==> src/rtl/descriptor_send_q_if.sv <==
// Bus bundle for descriptor_send_q: parser/allocator ingress, downstream egress, status.
// The slave modport is the sender's view; master is the surrounding logic's view.
interface descriptor_send_q_if #(
  parameter int unsigned DESC_W  = 72,
  parameter int unsigned BUFID_W = 9,
  parameter int unsigned FIFO_AW = 2,
  parameter int unsigned CNT_W   = 16
);
  logic               i_descriptor_valid;
  logic [DESC_W-1:0]  iv_descriptor;
  logic               i_pkt_bufid_wr;
  logic [BUFID_W-1:0] iv_pkt_bufid;
  logic               o_pkt_bufid_ack;
  logic               o_pkt_bufid_wr;
  logic [BUFID_W-1:0] ov_pkt_bufid;
  logic               o_descriptor_wr;
  logic [DESC_W-1:0]  ov_descriptor;
  logic               i_descriptor_ack;
  logic               o_bufid_release;
  logic [BUFID_W-1:0] ov_release_bufid;
  logic [FIFO_AW:0]   ov_fifo_used;
  logic               o_fifo_full;
  logic [CNT_W-1:0]   ov_discard_cnt;
  logic [CNT_W-1:0]   ov_timeout_cnt;
  logic [1:0]         ov_send_state;

  modport slave (
    input  i_descriptor_valid, iv_descriptor, i_pkt_bufid_wr, iv_pkt_bufid, i_descriptor_ack,
    output o_pkt_bufid_ack, o_pkt_bufid_wr, ov_pkt_bufid, o_descriptor_wr, ov_descriptor,
    output o_bufid_release, ov_release_bufid, ov_fifo_used, o_fifo_full,
    output ov_discard_cnt, ov_timeout_cnt, ov_send_state
  );

  modport master (
    output i_descriptor_valid, iv_descriptor, i_pkt_bufid_wr, iv_pkt_bufid, i_descriptor_ack,
    input  o_pkt_bufid_ack, o_pkt_bufid_wr, ov_pkt_bufid, o_descriptor_wr, ov_descriptor,
    input  o_bufid_release, ov_release_bufid, ov_fifo_used, o_fifo_full,
    input  ov_discard_cnt, ov_timeout_cnt, ov_send_state
  );
endinterface

==> src/rtl/descriptor_send_q.sv <==
// Descriptor sender: merges each descriptor with its buffer ID, queues it in a small FIFO
// and hands it downstream under wr/ack, releasing the buffer ID if the ack never comes.
module descriptor_send_q #(
  parameter int unsigned DESC_W      = 72,
  parameter int unsigned BUFID_W     = 9,
  parameter int unsigned FIFO_AW     = 2,
  parameter int unsigned ACK_TIMEOUT = 1023,
  parameter int unsigned CNT_W       = 16
) (
  input logic                  clk_sys,
  input logic                  reset_n,
  descriptor_send_q_if.slave   bus_io
);
  localparam int unsigned Depth      = 2 ** FIFO_AW;
  localparam int unsigned TmrW       = (ACK_TIMEOUT > 1) ? $clog2(ACK_TIMEOUT) : 1;
  localparam int unsigned TmoLastInt = (ACK_TIMEOUT == 0) ? 0 : ACK_TIMEOUT - 1;
  localparam logic [TmrW-1:0] TmoLast = TmrW'(TmoLastInt);

  typedef enum logic [1:0] {
    StIdle    = 2'b00,
    StWaitAck = 2'b10
  } state_e;

  state_e             state_q, state_d;
  logic [DESC_W-1:0]  mem_q [Depth];
  logic [FIFO_AW-1:0] wr_ptr_q, rd_ptr_q;
  logic [FIFO_AW:0]   used_q, used_d;
  logic               full_q;
  logic               push, pop, discard;

  logic               pulse_q;
  logic [BUFID_W-1:0] pkt_bufid_q;
  logic [DESC_W-1:0]  desc_q, desc_d;
  logic               desc_wr_q, desc_wr_d;
  logic [TmrW-1:0]    timer_q, timer_d;
  logic               release_q, release_d;
  logic [BUFID_W-1:0] release_id_q, release_id_d;
  logic               timeout_inc;
  logic [CNT_W-1:0]   discard_cnt_q, timeout_cnt_q;

  // Fullness is the occupancy at the start of the cycle; a same-cycle pop cannot rescue a push.
  assign push    = bus_io.i_descriptor_valid & bus_io.i_pkt_bufid_wr & ~full_q;
  assign discard = bus_io.i_descriptor_valid & ~push;

  always_comb begin
    used_d = used_q;
    unique case ({push, pop})
      2'b10:   used_d = used_q + 1'b1;
      2'b01:   used_d = used_q - 1'b1;
      default: used_d = used_q;
    endcase
  end

  always_ff @(posedge clk_sys) begin
    if (push) begin
      mem_q[wr_ptr_q] <= {bus_io.iv_descriptor[DESC_W-1:BUFID_W], bus_io.iv_pkt_bufid};
    end
  end

  always_ff @(posedge clk_sys or negedge reset_n) begin
    if (!reset_n) begin
      wr_ptr_q    <= '0;
      rd_ptr_q    <= '0;
      used_q      <= '0;
      full_q      <= 1'b0;
      pulse_q     <= 1'b0;
      pkt_bufid_q <= '0;
    end else begin
      if (push) wr_ptr_q <= wr_ptr_q + 1'b1;
      if (pop)  rd_ptr_q <= rd_ptr_q + 1'b1;
      used_q      <= used_d;
      full_q      <= (used_d == (FIFO_AW + 1)'(Depth));
      pulse_q     <= push;
      pkt_bufid_q <= push ? bus_io.iv_pkt_bufid : '0;
    end
  end

  always_comb begin
    state_d      = state_q;
    desc_d       = desc_q;
    desc_wr_d    = desc_wr_q;
    timer_d      = timer_q;
    release_d    = 1'b0;
    release_id_d = '0;
    timeout_inc  = 1'b0;
    pop          = 1'b0;
    case (state_q)
      StIdle: begin
        desc_d    = '0;
        desc_wr_d = 1'b0;
        if (used_q != '0) begin
          pop       = 1'b1;
          desc_d    = mem_q[rd_ptr_q];
          desc_wr_d = 1'b1;
          timer_d   = '0;
          state_d   = StWaitAck;
        end
      end
      StWaitAck: begin
        timer_d = timer_q + 1'b1;
        // Ack takes priority over a simultaneous timeout expiry.
        if (bus_io.i_descriptor_ack) begin
          desc_d    = '0;
          desc_wr_d = 1'b0;
          state_d   = StIdle;
        end else if ((ACK_TIMEOUT != 0) && (timer_q == TmoLast)) begin
          desc_d       = '0;
          desc_wr_d    = 1'b0;
          release_d    = 1'b1;
          release_id_d = desc_q[BUFID_W-1:0];
          timeout_inc  = 1'b1;
          state_d      = StIdle;
        end
      end
      default: begin
        desc_d    = '0;
        desc_wr_d = 1'b0;
        timer_d   = '0;
        state_d   = StIdle;
      end
    endcase
  end

  always_ff @(posedge clk_sys or negedge reset_n) begin
    if (!reset_n) begin
      state_q      <= StIdle;
      desc_q       <= '0;
      desc_wr_q    <= 1'b0;
      timer_q      <= '0;
      release_q    <= 1'b0;
      release_id_q <= '0;
    end else begin
      state_q      <= state_d;
      desc_q       <= desc_d;
      desc_wr_q    <= desc_wr_d;
      timer_q      <= timer_d;
      release_q    <= release_d;
      release_id_q <= release_id_d;
    end
  end

  // Statistics saturate at all-ones.
  always_ff @(posedge clk_sys or negedge reset_n) begin
    if (!reset_n) begin
      discard_cnt_q <= '0;
      timeout_cnt_q <= '0;
    end else begin
      if (discard && (discard_cnt_q != '1))     discard_cnt_q <= discard_cnt_q + 1'b1;
      if (timeout_inc && (timeout_cnt_q != '1)) timeout_cnt_q <= timeout_cnt_q + 1'b1;
    end
  end

  assign bus_io.o_pkt_bufid_ack  = pulse_q;
  assign bus_io.o_pkt_bufid_wr   = pulse_q;
  assign bus_io.ov_pkt_bufid     = pkt_bufid_q;
  assign bus_io.o_descriptor_wr  = desc_wr_q;
  assign bus_io.ov_descriptor    = desc_q;
  assign bus_io.o_bufid_release  = release_q;
  assign bus_io.ov_release_bufid = release_id_q;
  assign bus_io.ov_fifo_used     = used_q;
  assign bus_io.o_fifo_full      = full_q;
  assign bus_io.ov_discard_cnt   = discard_cnt_q;
  assign bus_io.ov_timeout_cnt   = timeout_cnt_q;
  assign bus_io.ov_send_state    = state_q;
endmodule

==> src/flat_wrapper.sv <==
// flat-port wrapper written by rule: the top's interface ports become plain ports
module descriptor_send_q_flat 
#(
  parameter int unsigned DESC_W      = 72,
  parameter int unsigned BUFID_W     = 9,
  parameter int unsigned FIFO_AW     = 2,
  parameter int unsigned ACK_TIMEOUT = 1023,
  parameter int unsigned CNT_W       = 16
)
  (clk_sys, reset_n, bus_io_i_descriptor_valid, bus_io_iv_descriptor, bus_io_i_pkt_bufid_wr, bus_io_iv_pkt_bufid, bus_io_i_descriptor_ack, bus_io_o_pkt_bufid_ack, bus_io_o_pkt_bufid_wr, bus_io_ov_pkt_bufid, bus_io_o_descriptor_wr, bus_io_ov_descriptor, bus_io_o_bufid_release, bus_io_ov_release_bufid, bus_io_ov_fifo_used, bus_io_o_fifo_full, bus_io_ov_discard_cnt, bus_io_ov_timeout_cnt, bus_io_ov_send_state);
  descriptor_send_q_if #(.DESC_W(DESC_W), .BUFID_W(BUFID_W), .FIFO_AW(FIFO_AW), .CNT_W(CNT_W)) bus_io_i ();
  input logic clk_sys;
  input logic reset_n;
  input wire logic [$bits(bus_io_i.i_descriptor_valid)-1:0] bus_io_i_descriptor_valid;
  input wire logic [$bits(bus_io_i.iv_descriptor)-1:0] bus_io_iv_descriptor;
  input wire logic [$bits(bus_io_i.i_pkt_bufid_wr)-1:0] bus_io_i_pkt_bufid_wr;
  input wire logic [$bits(bus_io_i.iv_pkt_bufid)-1:0] bus_io_iv_pkt_bufid;
  input wire logic [$bits(bus_io_i.i_descriptor_ack)-1:0] bus_io_i_descriptor_ack;
  output wire logic [$bits(bus_io_i.o_pkt_bufid_ack)-1:0] bus_io_o_pkt_bufid_ack;
  output wire logic [$bits(bus_io_i.o_pkt_bufid_wr)-1:0] bus_io_o_pkt_bufid_wr;
  output wire logic [$bits(bus_io_i.ov_pkt_bufid)-1:0] bus_io_ov_pkt_bufid;
  output wire logic [$bits(bus_io_i.o_descriptor_wr)-1:0] bus_io_o_descriptor_wr;
  output wire logic [$bits(bus_io_i.ov_descriptor)-1:0] bus_io_ov_descriptor;
  output wire logic [$bits(bus_io_i.o_bufid_release)-1:0] bus_io_o_bufid_release;
  output wire logic [$bits(bus_io_i.ov_release_bufid)-1:0] bus_io_ov_release_bufid;
  output wire logic [$bits(bus_io_i.ov_fifo_used)-1:0] bus_io_ov_fifo_used;
  output wire logic [$bits(bus_io_i.o_fifo_full)-1:0] bus_io_o_fifo_full;
  output wire logic [$bits(bus_io_i.ov_discard_cnt)-1:0] bus_io_ov_discard_cnt;
  output wire logic [$bits(bus_io_i.ov_timeout_cnt)-1:0] bus_io_ov_timeout_cnt;
  output wire logic [$bits(bus_io_i.ov_send_state)-1:0] bus_io_ov_send_state;
  assign bus_io_i.i_descriptor_valid = bus_io_i_descriptor_valid;
  assign bus_io_i.iv_descriptor = bus_io_iv_descriptor;
  assign bus_io_i.i_pkt_bufid_wr = bus_io_i_pkt_bufid_wr;
  assign bus_io_i.iv_pkt_bufid = bus_io_iv_pkt_bufid;
  assign bus_io_i.i_descriptor_ack = bus_io_i_descriptor_ack;
  assign bus_io_o_pkt_bufid_ack = bus_io_i.o_pkt_bufid_ack;
  assign bus_io_o_pkt_bufid_wr = bus_io_i.o_pkt_bufid_wr;
  assign bus_io_ov_pkt_bufid = bus_io_i.ov_pkt_bufid;
  assign bus_io_o_descriptor_wr = bus_io_i.o_descriptor_wr;
  assign bus_io_ov_descriptor = bus_io_i.ov_descriptor;
  assign bus_io_o_bufid_release = bus_io_i.o_bufid_release;
  assign bus_io_ov_release_bufid = bus_io_i.ov_release_bufid;
  assign bus_io_ov_fifo_used = bus_io_i.ov_fifo_used;
  assign bus_io_o_fifo_full = bus_io_i.o_fifo_full;
  assign bus_io_ov_discard_cnt = bus_io_i.ov_discard_cnt;
  assign bus_io_ov_timeout_cnt = bus_io_i.ov_timeout_cnt;
  assign bus_io_ov_send_state = bus_io_i.ov_send_state;
  descriptor_send_q #(.DESC_W(DESC_W), .BUFID_W(BUFID_W), .FIFO_AW(FIFO_AW), .ACK_TIMEOUT(ACK_TIMEOUT), .CNT_W(CNT_W)) u_core (.clk_sys(clk_sys), .reset_n(reset_n), .bus_io(bus_io_i));
endmodule
==> config.mk <==
export PLATFORM = sky130hd
export DESIGN_NAME = descriptor_send_q_flat
export DESIGN_NICKNAME = d
export VERILOG_FILES = /design/src/rtl/descriptor_send_q_if.sv /design/src/rtl/descriptor_send_q.sv /design/src/flat_wrapper.sv
export SDC_FILE = /design/constraint.sdc
export NUM_CORES = 1
export LEC_CHECK = 0
export BUFFER_PORTS_ARGS = -buffer_cell sky130_fd_sc_hd__buf_2
export CAP_MARGIN = 25
export CORE_ASPECT_RATIO = 1.4
export CORE_MARGIN = 2
export CORE_UTILIZATION = 50
export DETAILED_ROUTE_END_ITERATION = 10
export PLACE_DENSITY = 0.74
export SYNTH_ARGS = -nofsm -noshare
export SYNTH_HDL_FRONTEND = slang
export SYNTH_SLANG_ARGS = --single-unit
==> constraint.sdc <==
create_clock -name clk_sys -period 2.9 [get_ports clk_sys]
set_input_delay 0.58 -clock clk_sys [delete_from_list [all_inputs] [get_ports clk_sys]]
set_output_delay 0.58 -clock clk_sys [all_outputs]
set_load 0.05 [all_outputs]
==> impl_metrics.yaml <==
setup_path:
  r2r_end: "u_core.bus_io.o_fifo_full"
  worst-path-max-fanout: 9
  r2r_slack_ns: 0.58
  startpoint_of_the_lowest_slack_register_to_register_path: "u_core.bus_io.ov_fifo_used[0]"
  timing.critical_path.from_type: "flop"
  end_kind: "flop"
  worst_ep_required_time_ns: 3.34
  timing.critical_path.arrival_ns: 2.76
  timing.setup.critical_path_class: "reg2reg"
  crit_path_from: "u_core.bus_io.ov_fifo_used[0]"
  worstRegToRegCells: 9
route:
  first_iter_violations: 448
  detailroute.wirelength.met3_um: 1860
  viasPerCell: 5.62
  routed_metal_1_wirelength_um: 12400
  routed_via_count: 8302
  met2_length_um: 16300
  drt_wl_total_um: 31400
  number_of_nets_with_antenna_violations_after_routing: 0
  detailed_router_iteration_count_before_antenna_repair: 4
  remaining_drc_errors: 0
  wire_per_inst_um: 21.3
  top_layer: "met5"
floorplan:
  dieArea_mm2: 0.0338
  die_h_um: 217
  boundaryPins: 218
  die_width_um: 156
  core_footprint_mm2: 0.0317
  floorplan.initialDensity_pct: 51.1
  placement_rows: 77
clock_network:
  clock-sinks: 432
  cts.repair.resized: 0
  number_of_buffers_on_the_longest_clock_path: 3
  clkSlewWorstSetupHoldPaths_ns: 0.06
  tritoncts.num_buffers: 41
  holdBufCountCts: 0
  cts.root.buffer_cell: "sky130_fd_sc_hd__clkbuf_16"
  insertion_delay_ns: 0.53
  cts.htree.levels: 2
  cts_tree: "done"
  cts_post_setup_buffers_inserted: 0
layout:
  finish.net_count: 1146
  syn_to_final_growth_pct: 18.2
  final_design_area_no_fill_mm2: 0.0191
  sequential_cell_area_in_the_final_layout_mm2: 0.0123
  drive_above_1_share_pct: 35.6
  area_of_the_multi_input_gates_mm2: 0.00368
  layout.filler_cells: 2285
  final_util_pct: 60.3
power:
  power_density_mw_per_mm2: 1000
  worst_ir_drop_vdd_v: 0.000747
  p_leak_nw: 7.73
timing:
  report.final.hold_viol_count: 0
  slew_headroom_pct: 31.6
  final_period_minus_worst_setup_slack_ns: 2.32
  worst-slew-pin-transition_ns: 1.03
  timing.fmax_ghz: 0.431
  timing_max_transition_violations_final: 0
  setup_skew_after_layout_ns: 0.0149
  rsz0062_at_grt: "no"
  timing.final.crit_share_pct: 80.1
  final_setup_violation_count: 0
  setup-tns-final_ns: 0
global_route:
  grt_remaining_overflow: 0
  grt_max_degree: 79
  grt.total_usage_pct: 18.8
  grt_pass1_wl_um: 48800
  vias_in_the_first_global_route: 8686
  grt_antenna_before_repair: 2
yosys:
  synth_area_leader_cell: "sky130_fd_sc_hd__edfxtp_1"
  ys_warn_count: 0
  syn_avg_cell_area_um2: 19.9
  yosysUniqueCellTypes: 48
  number_of_synthesized_flops_with_an_enable_pin: 288
  syn-num-nets: 911
  yosys.area.top_type_share_pct: 53.4
  sequential_to_total_area_share_from_yosys_stat_pct: 75.7
  synthesis.instances: 815
  ys_async_sr_fraction_pct: 33.3
  synthTopCellsByArea: "sky130_fd_sc_hd__edfxtp_1 (53%), sky130_fd_sc_hd__dfrtp_1 (22%), sky130_fd_sc_hd__mux4_2 (10%)"
  ys_dominant_reg_cell: "sky130_fd_sc_hd__edfxtp_1"
  ys_seq_elements: 432
  synth.cell_area_mm2: 0.0162
placed_design:
  detailed_place_hpwl_um: 19100
  post_place_cell_area_mm2: 0.0178
  io_buffer_count: 207
  routabilityCongestion: 0.759
hold_path:
  worst_hold_path_type: "in2async"
status:
  status: "finished clean"
job:
  maxCapViolations: 0
[state kept, by name, summed over array words and instances, names as in the netlist]
register and count:
u_core.bus_io.ov_descriptor 72, u_core.bus_io.o_bufid_release 1, u_core.bus_io.ov_send_state 1, u_core.bus_io.ov_pkt_bufid 9, u_core.bus_io.ov_release_bufid 9, u_core.wr_ptr_q 2, u_core.bus_io.ov_discard_cnt 16, u_core.mem_q 288
u_core.bus_io.ov_timeout_cnt 16, u_core.bus_io.o_fifo_full 1, u_core.bus_io.ov_fifo_used 3, u_core.rd_ptr_q 2, u_core.bus_io.o_pkt_bufid_ack 1, u_core.bus_io.o_descriptor_wr 1, u_core.timer_q 10
[worst max-delay path by stage]
stage | slack, ns | cells after the start | endpoint
floorplan | 0.28 | 9 | u_core.bus_io.o_fifo_full
global placement | 0.53 | 10 | u_core.bus_io.o_fifo_full
detailed placement | 0.51 | 10 | u_core.bus_io.o_fifo_full
CTS | 0.55 | 9 | u_core.bus_io.o_fifo_full
global route | 0.32 | 9 | u_core.bus_io.o_fifo_full
finish | 0.58 | 9 | u_core.bus_io.o_fifo_full
[layer usage]
layer	global-route usage, %	vias to the layer above
met3	3.94	56
met4	5.78	2
met1	23.4	4257
li1	-	3733
met2	33.3	254
met5	0	-
[cell usage in the layout, fill, tap and decap left out, types with 2 or more instances in the layout]
cell / count
sky130_fd_sc_hd__and4_1: 3
sky130_fd_sc_hd__buf_2: 206
sky130_fd_sc_hd__and2_1: 20
sky130_fd_sc_hd__clkinvlp_4: 2
sky130_fd_sc_hd__nor3_1: 12
sky130_fd_sc_hd__o21ai_0: 4
sky130_fd_sc_hd__buf_4: 10
sky130_fd_sc_hd__xor2_1: 31
sky130_fd_sc_hd__inv_1: 8
sky130_fd_sc_hd__clkbuf_1: 10
sky130_fd_sc_hd__nand3_1: 15
sky130_fd_sc_hd__nor4b_1: 2
sky130_fd_sc_hd__nand4_4: 2
sky130_fd_sc_hd__dfrtp_1: 142
sky130_fd_sc_hd__nand4_1: 6
sky130_fd_sc_hd__ha_1: 9
sky130_fd_sc_hd__and3_1: 6
sky130_fd_sc_hd__o211ai_1: 3
sky130_fd_sc_hd__mux4_2: 72
sky130_fd_sc_hd__nor3b_1: 3
sky130_fd_sc_hd__nor4_1: 10
sky130_fd_sc_hd__mux2i_1: 3
sky130_fd_sc_hd__inv_6: 3
sky130_fd_sc_hd__clkinv_1: 4
sky130_fd_sc_hd__dfrtp_4: 2
sky130_fd_sc_hd__buf_12: 13
sky130_fd_sc_hd__xnor2_1: 7
sky130_fd_sc_hd__nand2_1: 21
sky130_fd_sc_hd__clkinv_2: 10
sky130_fd_sc_hd__and2_4: 4
sky130_fd_sc_hd__clkbuf_16: 42
sky130_fd_sc_hd__nor2_1: 8
sky130_fd_sc_hd__a22o_1: 72
sky130_fd_sc_hd__nor2_2: 2
sky130_fd_sc_hd__nand4_2: 3
sky130_fd_sc_hd__clkbuf_8: 3
sky130_fd_sc_hd__edfxtp_1: 288
[logic make-up after synthesis]
| group | share of synthesized area [%] |
|---|---|
| AND/OR/NAND/NOR | 4.86 |
| flip-flops | 75.7 |
| other | 0.0232 |
| XOR/XNOR | 2.06 |
| adder cells (fa/ha/maj) | 0.820 |
| buffers and inverters | 1.64 |
| multiplexers | 10.4 |
| AO/OA/AOI/OAI | 4.45 |
[stage by stage]
stage	cells	worst slack (ns)	total power, mW	hold slack, ns
after floorplan	815	0.279	12.7	0.284
after global placement	1402	0.532	14.2	0.453
after detailed placement	1402	0.509	14.3	0.466
after CTS	1477	0.549	19.4	0.0489
after global routing	1478	0.321	20.0	0.0738
final	1478	0.578	19.1	0.0429
[power by group]
group	total [mW]	internal, mW	switching, mW
combinational	5.84	2.18	3.66
clock	5.03	2.84	2.19
sequential	8.24	7.58	0.663
total	19.1	12.6	6.51
[layout make-up]
cell class | count | area share (%)
antenna | 1 | 0.0131
clock buffer | 55 | 5.91
clock inverter | 20 | 0.733
inverter | 9 | 0.183
multi-input combinational | 336 | 19.3
sequential | 432 | 64.1
tap | 395 | 2.58
timing repair buffer | 230 | 7.20
[worst max-delay path: stages, from the launching register on]
cell                       delay (ns)
sky130_fd_sc_hd__dfrtp_1         0.43
sky130_fd_sc_hd__nor3_1          0.20
sky130_fd_sc_hd__or2_2           0.25
sky130_fd_sc_hd__clkinv_2        0.09
sky130_fd_sc_hd__ha_1            0.24
sky130_fd_sc_hd__fa_1            0.38
sky130_fd_sc_hd__xnor2_1         0.14
sky130_fd_sc_hd__nor2_1          0.11
sky130_fd_sc_hd__xor2_1          0.17
sky130_fd_sc_hd__nor3b_1         0.22
[cells in the mapped netlist (2+ instances only)]
cell type / number
sky130_fd_sc_hd__edfxtp_1: 288
sky130_fd_sc_hd__dfrtp_1: 144
sky130_fd_sc_hd__a22o_1: 72
sky130_fd_sc_hd__mux4_2: 72
sky130_fd_sc_hd__xor2_1: 31
sky130_fd_sc_hd__and2_1: 24
sky130_fd_sc_hd__nand2_1: 21
sky130_fd_sc_hd__clkbuf_1: 15
sky130_fd_sc_hd__nand3_1: 15
sky130_fd_sc_hd__nor3_1: 12
sky130_fd_sc_hd__buf_2: 11
sky130_fd_sc_hd__nor4_1: 10
sky130_fd_sc_hd__ha_1: 9
sky130_fd_sc_hd__buf_6: 8
sky130_fd_sc_hd__inv_1: 8
sky130_fd_sc_hd__nor2_1: 8
sky130_fd_sc_hd__xnor2_1: 7
sky130_fd_sc_hd__and3_1: 6
sky130_fd_sc_hd__nand4_1: 6
sky130_fd_sc_hd__buf_4: 4
sky130_fd_sc_hd__o21ai_0: 4
sky130_fd_sc_hd__and4_1: 3
sky130_fd_sc_hd__mux2i_1: 3
sky130_fd_sc_hd__nand4_2: 3
sky130_fd_sc_hd__nor3b_1: 3
sky130_fd_sc_hd__o211ai_1: 3
sky130_fd_sc_hd__nand4_4: 2
sky130_fd_sc_hd__nor2_2: 2
sky130_fd_sc_hd__nor4b_1: 2
Power figures use the tool's default switching activity.
